[config.mk]
export PLATFORM = sky130hd
export DESIGN_NAME = ram_arbiter
export DESIGN_NICKNAME = d
export VERILOG_FILES = /design/src/rtl/ram_arbiter.sv
export SDC_FILE = /design/constraint.sdc
export NUM_CORES = 1
export LEC_CHECK = 0
export CAP_MARGIN = 15
export CORE_MARGIN = 3
export CORE_UTILIZATION = 19
export DETAILED_ROUTE_END_ITERATION = 8
export HOLD_SLACK_MARGIN = 0.06
export MAX_ROUTING_LAYER = met4
export PLACE_DENSITY = 0.79
export SKIP_CTS_REPAIR_TIMING = 1
export SLEW_MARGIN = 20
export SYNTH_ARGS = -nofsm -noshare
export SYNTH_HDL_FRONTEND = slang
export SYNTH_SLANG_ARGS = --single-unit
[constraint.sdc]
create_clock -name clk -period 2.1 [get_ports clk]
set_clock_uncertainty 0.15 [all_clocks]
set_input_delay 0.525 -clock clk [delete_from_list [all_inputs] [get_ports clk]]
set_output_delay 0.525 -clock clk [all_outputs]
set_load 0.1 [all_outputs]
[src/rtl/ram_arbiter.sv]
// Two-port single-RAM arbiter with lock support and one-cycle read return.
// Define RAM_ARB_ROUND_ROBIN_EN for round-robin arbitration; default is fixed priority (port 0 wins).
module ram_arbiter (
  input  logic        clk,
  input  logic        reset,
  input  logic [1:0]  req,
  input  logic [1:0]  we,
  input  logic [1:0]  lock,
  input  logic [31:0] addr,
  input  logic [31:0] wdata,
  output logic [1:0]  gnt,
  output logic [1:0]  rvalid,
  output logic [15:0] rdata,
  output logic [15:0] ram_address,
  output logic [15:0] ram_data_in,
  output logic [1:0]  ram_control,
  input  logic [15:0] ram_data_out
);

  typedef enum logic {ARB, LOCKED} state_e;

  state_e     state_q, state_d;
  logic       owner_q, owner_d;
  logic       ptr_q, ptr_d;
  logic [1:0] rvalid_q, rvalid_d;
  logic       gnt_port;

  // Grant selection, lock tracking and priority pointer update
  always_comb begin
    gnt      = 2'b00;
    state_d  = state_q;
    owner_d  = owner_q;
    ptr_d    = ptr_q;
    rvalid_d = 2'b00;
    gnt_port = 1'b0;

    if (!reset) begin
      if (state_q == LOCKED) begin
        gnt = owner_q ? {req[1], 1'b0} : {1'b0, req[0]};
      end else if (req == 2'b11) begin
`ifdef RAM_ARB_ROUND_ROBIN_EN
        gnt = ptr_q ? 2'b01 : 2'b10;
`else
        gnt = 2'b01;
`endif
      end else begin
        gnt = req;
      end
    end

    gnt_port = gnt[1];
    rvalid_d = gnt & ~we;
    if (|gnt) ptr_d = gnt_port;

    case (state_q)
      ARB: begin
        if ((|gnt) && lock[gnt_port]) begin
          state_d = LOCKED;
          owner_d = gnt_port;
        end
      end
      LOCKED: begin
        // Dropping either lock or req of the owner releases ownership
        if (!lock[owner_q] || !req[owner_q]) state_d = ARB;
      end
      default: state_d = ARB;
    endcase
  end

  always_ff @(posedge clk) begin
    if (reset) begin
      state_q  <= ARB;
      owner_q  <= 1'b0;
      ptr_q    <= 1'b1;
      rvalid_q <= 2'b00;
    end else begin
      state_q  <= state_d;
      owner_q  <= owner_d;
      ptr_q    <= ptr_d;
      rvalid_q <= rvalid_d;
    end
  end

  // A read response in flight when reset arrives is suppressed immediately
  assign rvalid      = rvalid_q & {2{~reset}};
  assign rdata       = ram_data_out;
  assign ram_address = gnt[1] ? addr[31:16]  : addr[15:0];
  assign ram_data_in = gnt[1] ? wdata[31:16] : wdata[15:0];
  assign ram_control = {|gnt, |(gnt & we)};

endmodule
==> run_results.csv, run 1 <==
group,metric,value,unit
cts,cts_sinks,4,
outcome,violations,"setup timing",
placed_design,hpwl,3538,µm
logic_synthesis,synth_cell_types,19,
detailed_routing,routed_wl,4306,µm
floorplanning,fp.dieH,67.91,µm
detailed_routing,antenna_left,0,
power,pwr-share-clk,13.6,%
global_routing,grt_pass1_vias,1119,
worst_setup_path,start_kind,"input port",
final_layout,areaGrowthSynthToFinish,238.7,%
cts,cts-root-buf,"clkbuf_8",
worst_setup_path,worst_setup_path_end_kind,"output port",
placed_design,post_dp_cell_area,0.002288,mm²
global_routing,grt_overflow_total,0,
cts,clk-insertion-delay-late,0.21,ns
floorplanning,die-width,67.91,µm
logic_synthesis,syn_inst,76,
logic_synthesis,synth_area,728.2,µm²
detailed_routing,drcViolationCount,0,
cts,h-tree-depth,1,
worst_setup_path,worstPathArrival,1.70,ns
floorplanning,core,0.003521,mm²
sta,whs,0.3580,ns
final_layout,final_core_util,70.04,%
floorplanning,dieArea,0.004612,mm²
power,powerDensity,484.2,mW/mm²
power,swShare,47.58,%
placed_design,place_congestion,0.7098,
floorplanning,fp-row-count,21,
min_path,hp-class,"reg2reg",
global_routing,antenna_found_initial,0,
sta,report.final.slew_viol_count,0,
final_layout,design_area,0.002466,mm²
power,total_leakage_power,1.117,nW
cts,cts_buffers,3,
logic_synthesis,synth_top_cells_by_area,"mux2_2, buf_4, dfxtp_1, buf_6, nand4b_4",
sta,maxClockFrequency,421.8,MHz
logic_synthesis,synth_top_area_share,49.48,%
logic_synthesis,yosys_warnings,0,
floorplanning,ios,142,
power,peakVddDrop,0.0002926,V
global_routing,grt_pass1_wl,5526,µm
worst_setup_path,path_cells,"buf_4 > nand2b_4 > nand4b_4 > clkbuf_16 > mux2_4 > buf_12",
worst_setup_path,required,1.42,ns
job,cap_viol_max_count,0,
placed_design,port_buffers,109,
cts,tritoncts,"built",
cts,clkTransAtPathRegs,0.03,ns
worst_setup_path,cp_slowest_stage_delay,0.31,ns
final_layout,n_antenna_cell,0,
logic_synthesis,synth-seq-cells,4,
power,seqPwrFrac,7.0,%
detailed_routing,routed_via_density,4.410,
final_layout,drive_above_1_share,54.64,%
sta,final.min_clock_period,2.371,ns
detailed_routing,vias,1010,
detailed_routing,avgRoutedWirePerCell,18.80,µm
power,p_sw,568.1,µW
worst_setup_path,path_class,"in2out",
sta,hold_viol_final,0,
sta,setup_viol,35,
logic_synthesis,avgSynthCellArea,9.582,µm²
cts,ctsLongestPathBuffers,2,
floorplanning,start_util,20.68,%
sta,finalCritPeriodShare,112.9,%
power,internal_power,626.0,µW
global_routing,grtUsageTotal,16.69,%
sta,tightest_slew,0.2438,ns
logic_synthesis,syn_nets,164,
outcome,outcome,"complete, but fails checks",
logic_synthesis,seq_area_frac_synth,11.00,%
logic_synthesis,yosys.area.top_type,"mux2_2",
detailed_routing,initialDrtViolationCount,19,
global_routing,grt_max_degree,21,
sta,slew_headroom,83.72,%
power,p_comb_share,79.4,%
sta,finalWorstSetupSlack,-0.2707,ns
worst_setup_path,worstPathMaxFanout,6,
final_layout,nNetsFinal,273,
sta,rsz0062_at_grt,"true",
worst_setup_path,cpMaxStageDelayCell,"mux2_4",
detailed_routing,dr.pass1.iters,2,
sta,fin_setup_tns,-8.423,ns
==> metal layers <==
metal	share of wire (%)	global-route usage (%)
met2	58	34.14
met1	30	13.61
met3	12	7.061
met4	0.19	3.474
met5	0	-
==> registers in the layout, indices dropped and copies added (netlist names) <==
signal / count
owner_q: 1
rvalid_q: 2
state_q: 1
==> cell type report <==
type                       instances  area (µm²)
clock buffer                       3       41.29
inverter                           3       20.02
tap                               46       57.56
timing repair buffer             123        1668
multi-input combinational         50       594.3
sequential                         4       85.08
fill                             270        1055
==> through the flow <==
stage,instances,setup slack (ns),power [mW]
after floorplan,76,-0.2624,0.7429
after global placement,220,-0.5180,0.9965
after detailed placement,220,-0.5482,1.008
after CTS,223,-0.5482,1.173
after global routing,229,-0.3304,1.235
final,229,-0.2707,1.194
==> worst paths after layout <==
path | from | endpoint | slack [ns] | depth (start not counted)
worst min register to register | owner_q | owner_q | 0.36 | 2
worst min-delay path | owner_q | owner_q | 0.36 | 2
worst max-delay path | req[0] | ram_address[7] | -0.27 | 6
worst max register to register | state_q | rvalid_q[1] | 0.80 | 4
==> critical path, delay by kind of cell <==
family	cells	cell delay, ns
AND/OR/NAND/NOR	2	0.31
multiplexers	1	0.31
buffers and inverters	3	0.55
==> layout by cell type (no fill, tap or decap), types with 2 or more instances in the layout <==
master / instances
clkbuf_8: 3
mux2_2: 12
mux2_4: 20
nand2b_4: 2
a21oi_1: 2
buf_12: 40
buf_4: 5
dfxtp_1: 2
clkdlybuf4s50_1: 68
clkbuf_16: 3
nor2b_2: 2
nor2_1: 2
buf_6: 5
==> cell usage after synthesis <==
master,instances
nand3_1,1
nor2_1,2
dfxtp_1,4
nand3b_1,1
nor2b_1,2
nand2b_1,2
inv_2,1
mux2_2,32
buf_4,16
and3b_1,1
buf_6,3
nand4_1,1
nand2_1,2
inv_1,2
o21ai_0,1
nand4b_4,1
o21bai_1,1
a22o_1,1
a21oi_1,2
==> power by group through the flow <==
stage                     Clock [mW]  Combinational (mW)  Sequential (mW)
after global routing           0.177               0.975           0.0842
after floorplan                    0               0.660           0.0831
after global placement             0               0.913           0.0833
final                          0.163               0.948           0.0838
after CTS                      0.163               0.927           0.0829
after detailed placement           0               0.924           0.0839
==> cell families (layout without fill, tap and decap cells) <==
group | Yosys count | count (layout) | share of synthesized area [%]
mux | 32 | 32 | 49.49
flops | 4 | 4 | 11.00
compound gates | 5 | 5 | 4.296
buf+inv | 22 | 129 | 22.68
simple gates | 13 | 13 | 12.54
Power figures use the tool's default switching activity.
==> run 2, diff against run 1 <==
- GPL_TIMING_DRIVEN: not set -> 0
==> run 2 against run 1 <==
  * The run still ends with setup timing left
  * Via count increased by 5.9%
  * Power increased by 8.7%
  * Maximum frequency increased by 1.6%
  * Register-to-register slack improved by 0.15 ns
  * Clock power about the same
  * Worst hold slack improved by 0.0058 ns
  * Final cell count increased by 10%
  * First-iteration DRC count decreased by 47%
  * Combinational power increased by 11%
  * Final area increased by 2.6%
  * Critical endpoint is now ram_address[4]
  * Largest cell class unchanged
  * Largest power group unchanged
==> run_results.csv, run 2 (synthesis gave the netlist of run 1 again) <==
group,metric,value,unit
placed_design,place_inst,247,
sta,setup_viol,33,
sta,maxClockFrequency,428.6,MHz
global_routing,grt_pass1_wl,4940,µm
worst_setup_path,worstPathMaxFanout,5,
detailed_routing,vias,1070,
floorplanning,core,0.003521,mm²
worst_setup_path,r2r_setup_slack,0.95,ns
worst_setup_path,worst_setup_path_end_kind,"output port",
global_routing,grt_max_degree,11,
worst_setup_path,crit_family,"buffers and inverters",
worst_setup_path,path_class,"in2out",
min_path,min_from,"owner_q",
detailed_routing,dr.pass1.iters,3,
global_routing,grt_pass1_vias,1120,
cts,clk-insertion-delay-late,0.21,ns
min_path,hp-class,"reg2reg",
floorplanning,fp.dieH,67.91,µm
worst_setup_path,required,1.42,ns
final_layout,reg_top3,"rvalid_q (2), owner_q (1), state_q (1)",
worst_setup_path,worstReg2RegStart,"state_q",
sta,fin_setup_tns,-5.398,ns
final_layout,instances_no_fill,253,
sta,rsz0062_at_grt,"true",
outcome,violations,"setup timing",
job,cap_viol_max_count,0,
sta,final.min_clock_period,2.333,ns
final_layout,top_register,"rvalid_q",
detailed_routing,antenna_left,0,
global_routing,grt_overflow_total,0,
placed_design,place_congestion,0.6996,
final_layout,largest_register_ff_count,2,
cts,tritoncts,"built",
sta,finalCritPeriodShare,111.1,%
detailed_routing,routed_via_density,4.229,
final_layout,final_core_util,71.89,%
global_routing,antenna_found_initial,0,
power,powerDensity,512.8,mW/mm²
worst_setup_path,cp_slowest_stage_delay,0.31,ns
placed_design,post_dp_cell_area,0.002137,mm²
detailed_routing,initialDrtViolationCount,10,
cts,h-tree-depth,1,
cts,clkTransAtPathRegs,0.03,ns
cts,ctsLongestPathBuffers,2,
final_layout,layout_commonest_cell,"clkdlybuf4s50_1",
final_layout,design_area,0.002531,mm²
worst_setup_path,path_cells,"buf_4 > nand2b_4 > nand4b_4 > clkbuf_16 > mux2_4 > buf_12",
cts,cts_sinks,4,
final_layout,nNetsFinal,297,
floorplanning,die-width,67.91,µm
sta,finalWorstSetupSlack,-0.2330,ns
floorplanning,dieArea,0.004612,mm²
worst_setup_path,cpMaxStageDelayCell,"mux2_4",
floorplanning,ios,142,
sta,report.final.slew_viol_count,0,
sta,hold_viol_final,0,
power,peakVddDrop,0.0003017,V
sta,tightest_slew,0.9838,ns
placed_design,hpwl,3447,µm
final_layout,areaGrowthSynthToFinish,247.6,%
placed_design,port_buffers,125,
global_routing,grtUsageTotal,14.68,%
placed_design,dpl_worst_slack,-1.510,ns
floorplanning,fp-row-count,21,
worst_setup_path,start_kind,"input port",
worst_setup_path,crit_path_start,"req[0]",
worst_setup_path,cp_num_buf_inv,3,
cts,cts-root-buf,"clkbuf_8",
final_layout,final_cell_mix,"clkdlybuf4s50_1, buf_12, mux2_4",
sta,slew_headroom,34.30,%
worst_setup_path,worstPathArrival,1.66,ns
detailed_routing,routed_wl,4543,µm
power,total_leakage_power,1.289,nW
cts,cts_buffers,3,
detailed_routing,avgRoutedWirePerCell,17.96,µm
final_layout,n_antenna_cell,0,
floorplanning,start_util,20.68,%
outcome,outcome,"complete, but fails checks",
detailed_routing,drcViolationCount,0,
final_layout,drive_above_1_share,52.17,%
==> run 2: changes by cell type in the layout (fill, tap and decap cells not counted) <==
cell	before	now
buf_12	40	25
dlymetal6s2s_1	1	16
buf_4	5	19
buf_6	5	12
clkbuf_16	3	1
clkbuf_2	1	3
buf_8	0	1
clkbuf_4	0	1
inv_2	0	1
inv_6	1	0
nand2_1	1	2
nand2_4	1	0
nand4b_4	1	2
==> run 2: worst paths after layout <==
check,to,cells past startpoint
setup / recovery,ram_address[4],6
hold / removal,owner_q,2
setup reg to reg,rvalid_q[1],4
hold reg to reg,owner_q,2
==> run 2: layer usage <==
metal / share of wire (%) / GRT usage [%] / up-vias
met5: 0 / - / -
met4: 0 / 2.978 / 0
met3: 11 / 3.284 / 0
met2: 59 / 28.43 / 81
met1: 30 / 15.00 / 469
li1: - / - / 520
==> run 2: metrics by stage <==
stage                     total power [mW]  hold slack, ns
after floorplan                     0.7429          0.3146
after global placement               1.010          0.3369
after detailed placement             1.017          0.3628
after CTS                            1.185          0.3670
after global routing                 1.337          0.3730
final                                1.298          0.3638
==> run 2: report_power, final <==
| part | internal (mW) | switching [mW] | leakage (nW) |
|---|---|---|---|
| combinational | 0.410 | 0.645 | 1.23 |
| clock | 0.122 | 0.0377 | 0.0216 |
| sequential | 0.0802 | 0.00361 | 0.0339 |
==> run 2: worst reg2reg max path, cell delays in order (launching register included) <==
cell      delay [ns]
dfxtp_4         0.36
nand2b_4        0.17
nand4b_4        0.15
buf_8           0.18
nor2_1          0.07
==> run 2: final cells by class <==
class	instances	area, µm²
repair buffers	127	1546
clock buffers	3	41.29
multi-input cells	51	610.6
flip-flops and latches	4	85.08
well taps	46	57.56
plain buffers	19	175.2
inverters	3	15.01
fillers	263	989.7
==> run 3, diff against run 2 <==
- clock period: 2.1 -> 2.4 ns (I/O delays scaled with it)
==> run 3 against run 2 <==
  * The flow still finishes with violations (setup timing)
  * Routed wire length fell by 15%
  * Clock power is 12% lower
  * Register-to-register slack better by 0.18 ns
  * Power down 19%
  * Count of clock-buffer cells in the layout is the same
  * Worst hold slack got worse by 0.010 ns
  * Setup slack better by 0.18 ns
  * Critical endpoint is now ram_data_in[5]
  * Largest power group unchanged
  * Sequential cell count unchanged
  * Critical path type unchanged
==> run_results.csv, run 3 (synthesis gave the netlist of run 1 again) <==
group,metric,value,unit
power,power.total,1.055,mW
placed_design,dpl_worst_slack,-1.418,ns
worst_setup_path,timing.rr.end,"rvalid_q[1]",
min_path,min_from,"owner_q",
detailed_routing,initialDrtViolationCount,9,
job,cap_viol_max_count,0,
detailed_routing,drcViolationCount,0,
cts,clk-insertion-delay-late,0.21,ns
outcome,outcome,"complete, but fails checks",
power,pwr-share-clk,13.3,%
detailed_routing,routed_wl,3882,µm
cts,cts_sinks,4,
cts,h-tree-depth,1,
final_layout,top_register,"rvalid_q",
sta,maxClockFrequency,408.1,MHz
power,swShare,55.00,%
final_layout,drive_above_1_share,51.20,%
min_path,min_path_cells,2,
min_path,hp-class,"reg2reg",
power,total_leakage_power,1.169,nW
cts,tritoncts,"built",
floorplanning,ios,142,
power,internal_power,474.6,µW
worst_setup_path,r2r_setup_slack,1.13,ns
sta,finalCritPeriodShare,102.1,%
global_routing,grt_max_degree,11,
worst_setup_path,worstPathMaxFanout,10,
final_layout,areaGrowthSynthToFinish,217.7,%
global_routing,grtUsageTotal,13.98,%
global_routing,antenna_found_initial,0,
worst_setup_path,start_kind,"input port",
power,seqPwrFrac,6.9,%
final_layout,final_core_util,65.71,%
final_layout,final_cell_mix,"clkdlybuf4s50_1, mux2_2, buf_6",
final_layout,largest_register_ff_count,2,
floorplanning,start_util,20.68,%
sta,fin_setup_tns,-0.9500,ns
worst_setup_path,reg2reg_depth,4,
cts,cts-root-buf,"clkbuf_8",
final_layout,nNetsFinal,299,
worst_setup_path,required,1.65,ns
placed_design,hpwl,2977,µm
global_routing,grt_overflow_total,0,
sta,slew_headroom,34.06,%
final_layout,design_area,0.002313,mm²
power,powerDensity,455.9,mW/mm²
outcome,violations,"setup timing",
final_layout,layout_commonest_cell,"clkdlybuf4s50_1",
global_routing,grt_pass1_vias,1077,
sta,setup_viol,27,
worst_setup_path,worstReg2RegStart,"state_q",
sta,finalWorstSetupSlack,-0.05057,ns
worst_setup_path,worstPathArrival,1.70,ns
final_layout,reg_top3,"rvalid_q (2), owner_q (1), state_q (1)",
floorplanning,core,0.003521,mm²
final_layout,n_antenna_cell,0,
floorplanning,fp.dieH,67.91,µm
sta,tightest_slew,0.9874,ns
detailed_routing,routed_via_density,4.141,
placed_design,port_buffers,125,
worst_setup_path,worst_setup_path_end_kind,"output port",
detailed_routing,dr.pass1.iters,3,
detailed_routing,antenna_left,0,
sta,hold_viol_final,0,
sta,rsz0062_at_grt,"true",
detailed_routing,vias,1056,
power,p_sw,580.1,µW
placed_design,place_congestion,0.7759,
floorplanning,die-width,67.91,µm
worst_setup_path,path_class,"in2out",
power,peakVddDrop,0.0002250,V
sta,report.final.slew_viol_count,0,
global_routing,grt_pass1_wl,4726,µm
sta,final.min_clock_period,2.451,ns
power,p_comb_share,79.7,%
cts,cts_buffers,3,
min_path,worstHoldEndpoint,"owner_q",
floorplanning,fp-row-count,21,
floorplanning,dieArea,0.004612,mm²
placed_design,post_dp_cell_area,0.002054,mm²
cts,ctsLongestPathBuffers,2,
cts,clkTransAtPathRegs,0.03,ns
detailed_routing,avgRoutedWirePerCell,15.22,µm
==> run 3: power groups by stage <==
stage	Clock (mW)	Sequential, mW	Combinational, mW
2_1_floorplan	0	0.0726	0.555
3_3_place_gp	0	0.0730	0.789
3_5_place_dp	0	0.0732	0.790
4_1_cts	0.146	0.0723	0.794
5_1_grt	0.149	0.0735	0.867
6_report	0.141	0.0733	0.841
==> run 3: worst max-delay path, stage by stage <==
cell	delay, ns
buf_8	0.10
nand2b_4	0.07
nand4b_4	0.22
buf_8	0.22
mux2_2	0.29
buf_8	0.18
==> run 3: layout make-up <==
| cell class | instances | area (µm²) |
|---|---|---|
| Buffer | 19 | 165.2 |
| Timing Repair Buffer | 129 | 1423 |
| Clock buffer | 3 | 41.29 |
| Fill cell | 298 | 1207 |
| Multi-Input combinational cell | 51 | 530.5 |
| Tap cell | 46 | 57.56 |
| Sequential cell | 4 | 81.33 |
| Inverter | 3 | 15.01 |
==> run 3: routing by layer <==
metal  track usage [%]  wire length (µm)  vias up
met5                 -                 0        -
met4             4.467                19        0
met3             5.090               494        2
met2             22.36              2097       74
met1             16.26              1270      459
li1                  -                 -      521
==> run 3: stage by stage <==
step           std cells  hold slack, ns
4_1_cts              250          0.3585
5_1_grt              255          0.3771
2_1_floorplan         76          0.3146
3_3_place_gp         247          0.3349
6_report             255          0.3534
3_5_place_dp         247          0.3541
==> run 3: worst max path at each step <==
stage	startpoint	to
after detailed placement	reset	ram_data_in[10]
after floorplan	req[0]	ram_control[0]
after CTS	reset	ram_data_in[10]
final	req[0]	ram_data_in[5]
after global placement	reset	ram_data_in[8]
after global routing	req[0]	ram_data_in[5]
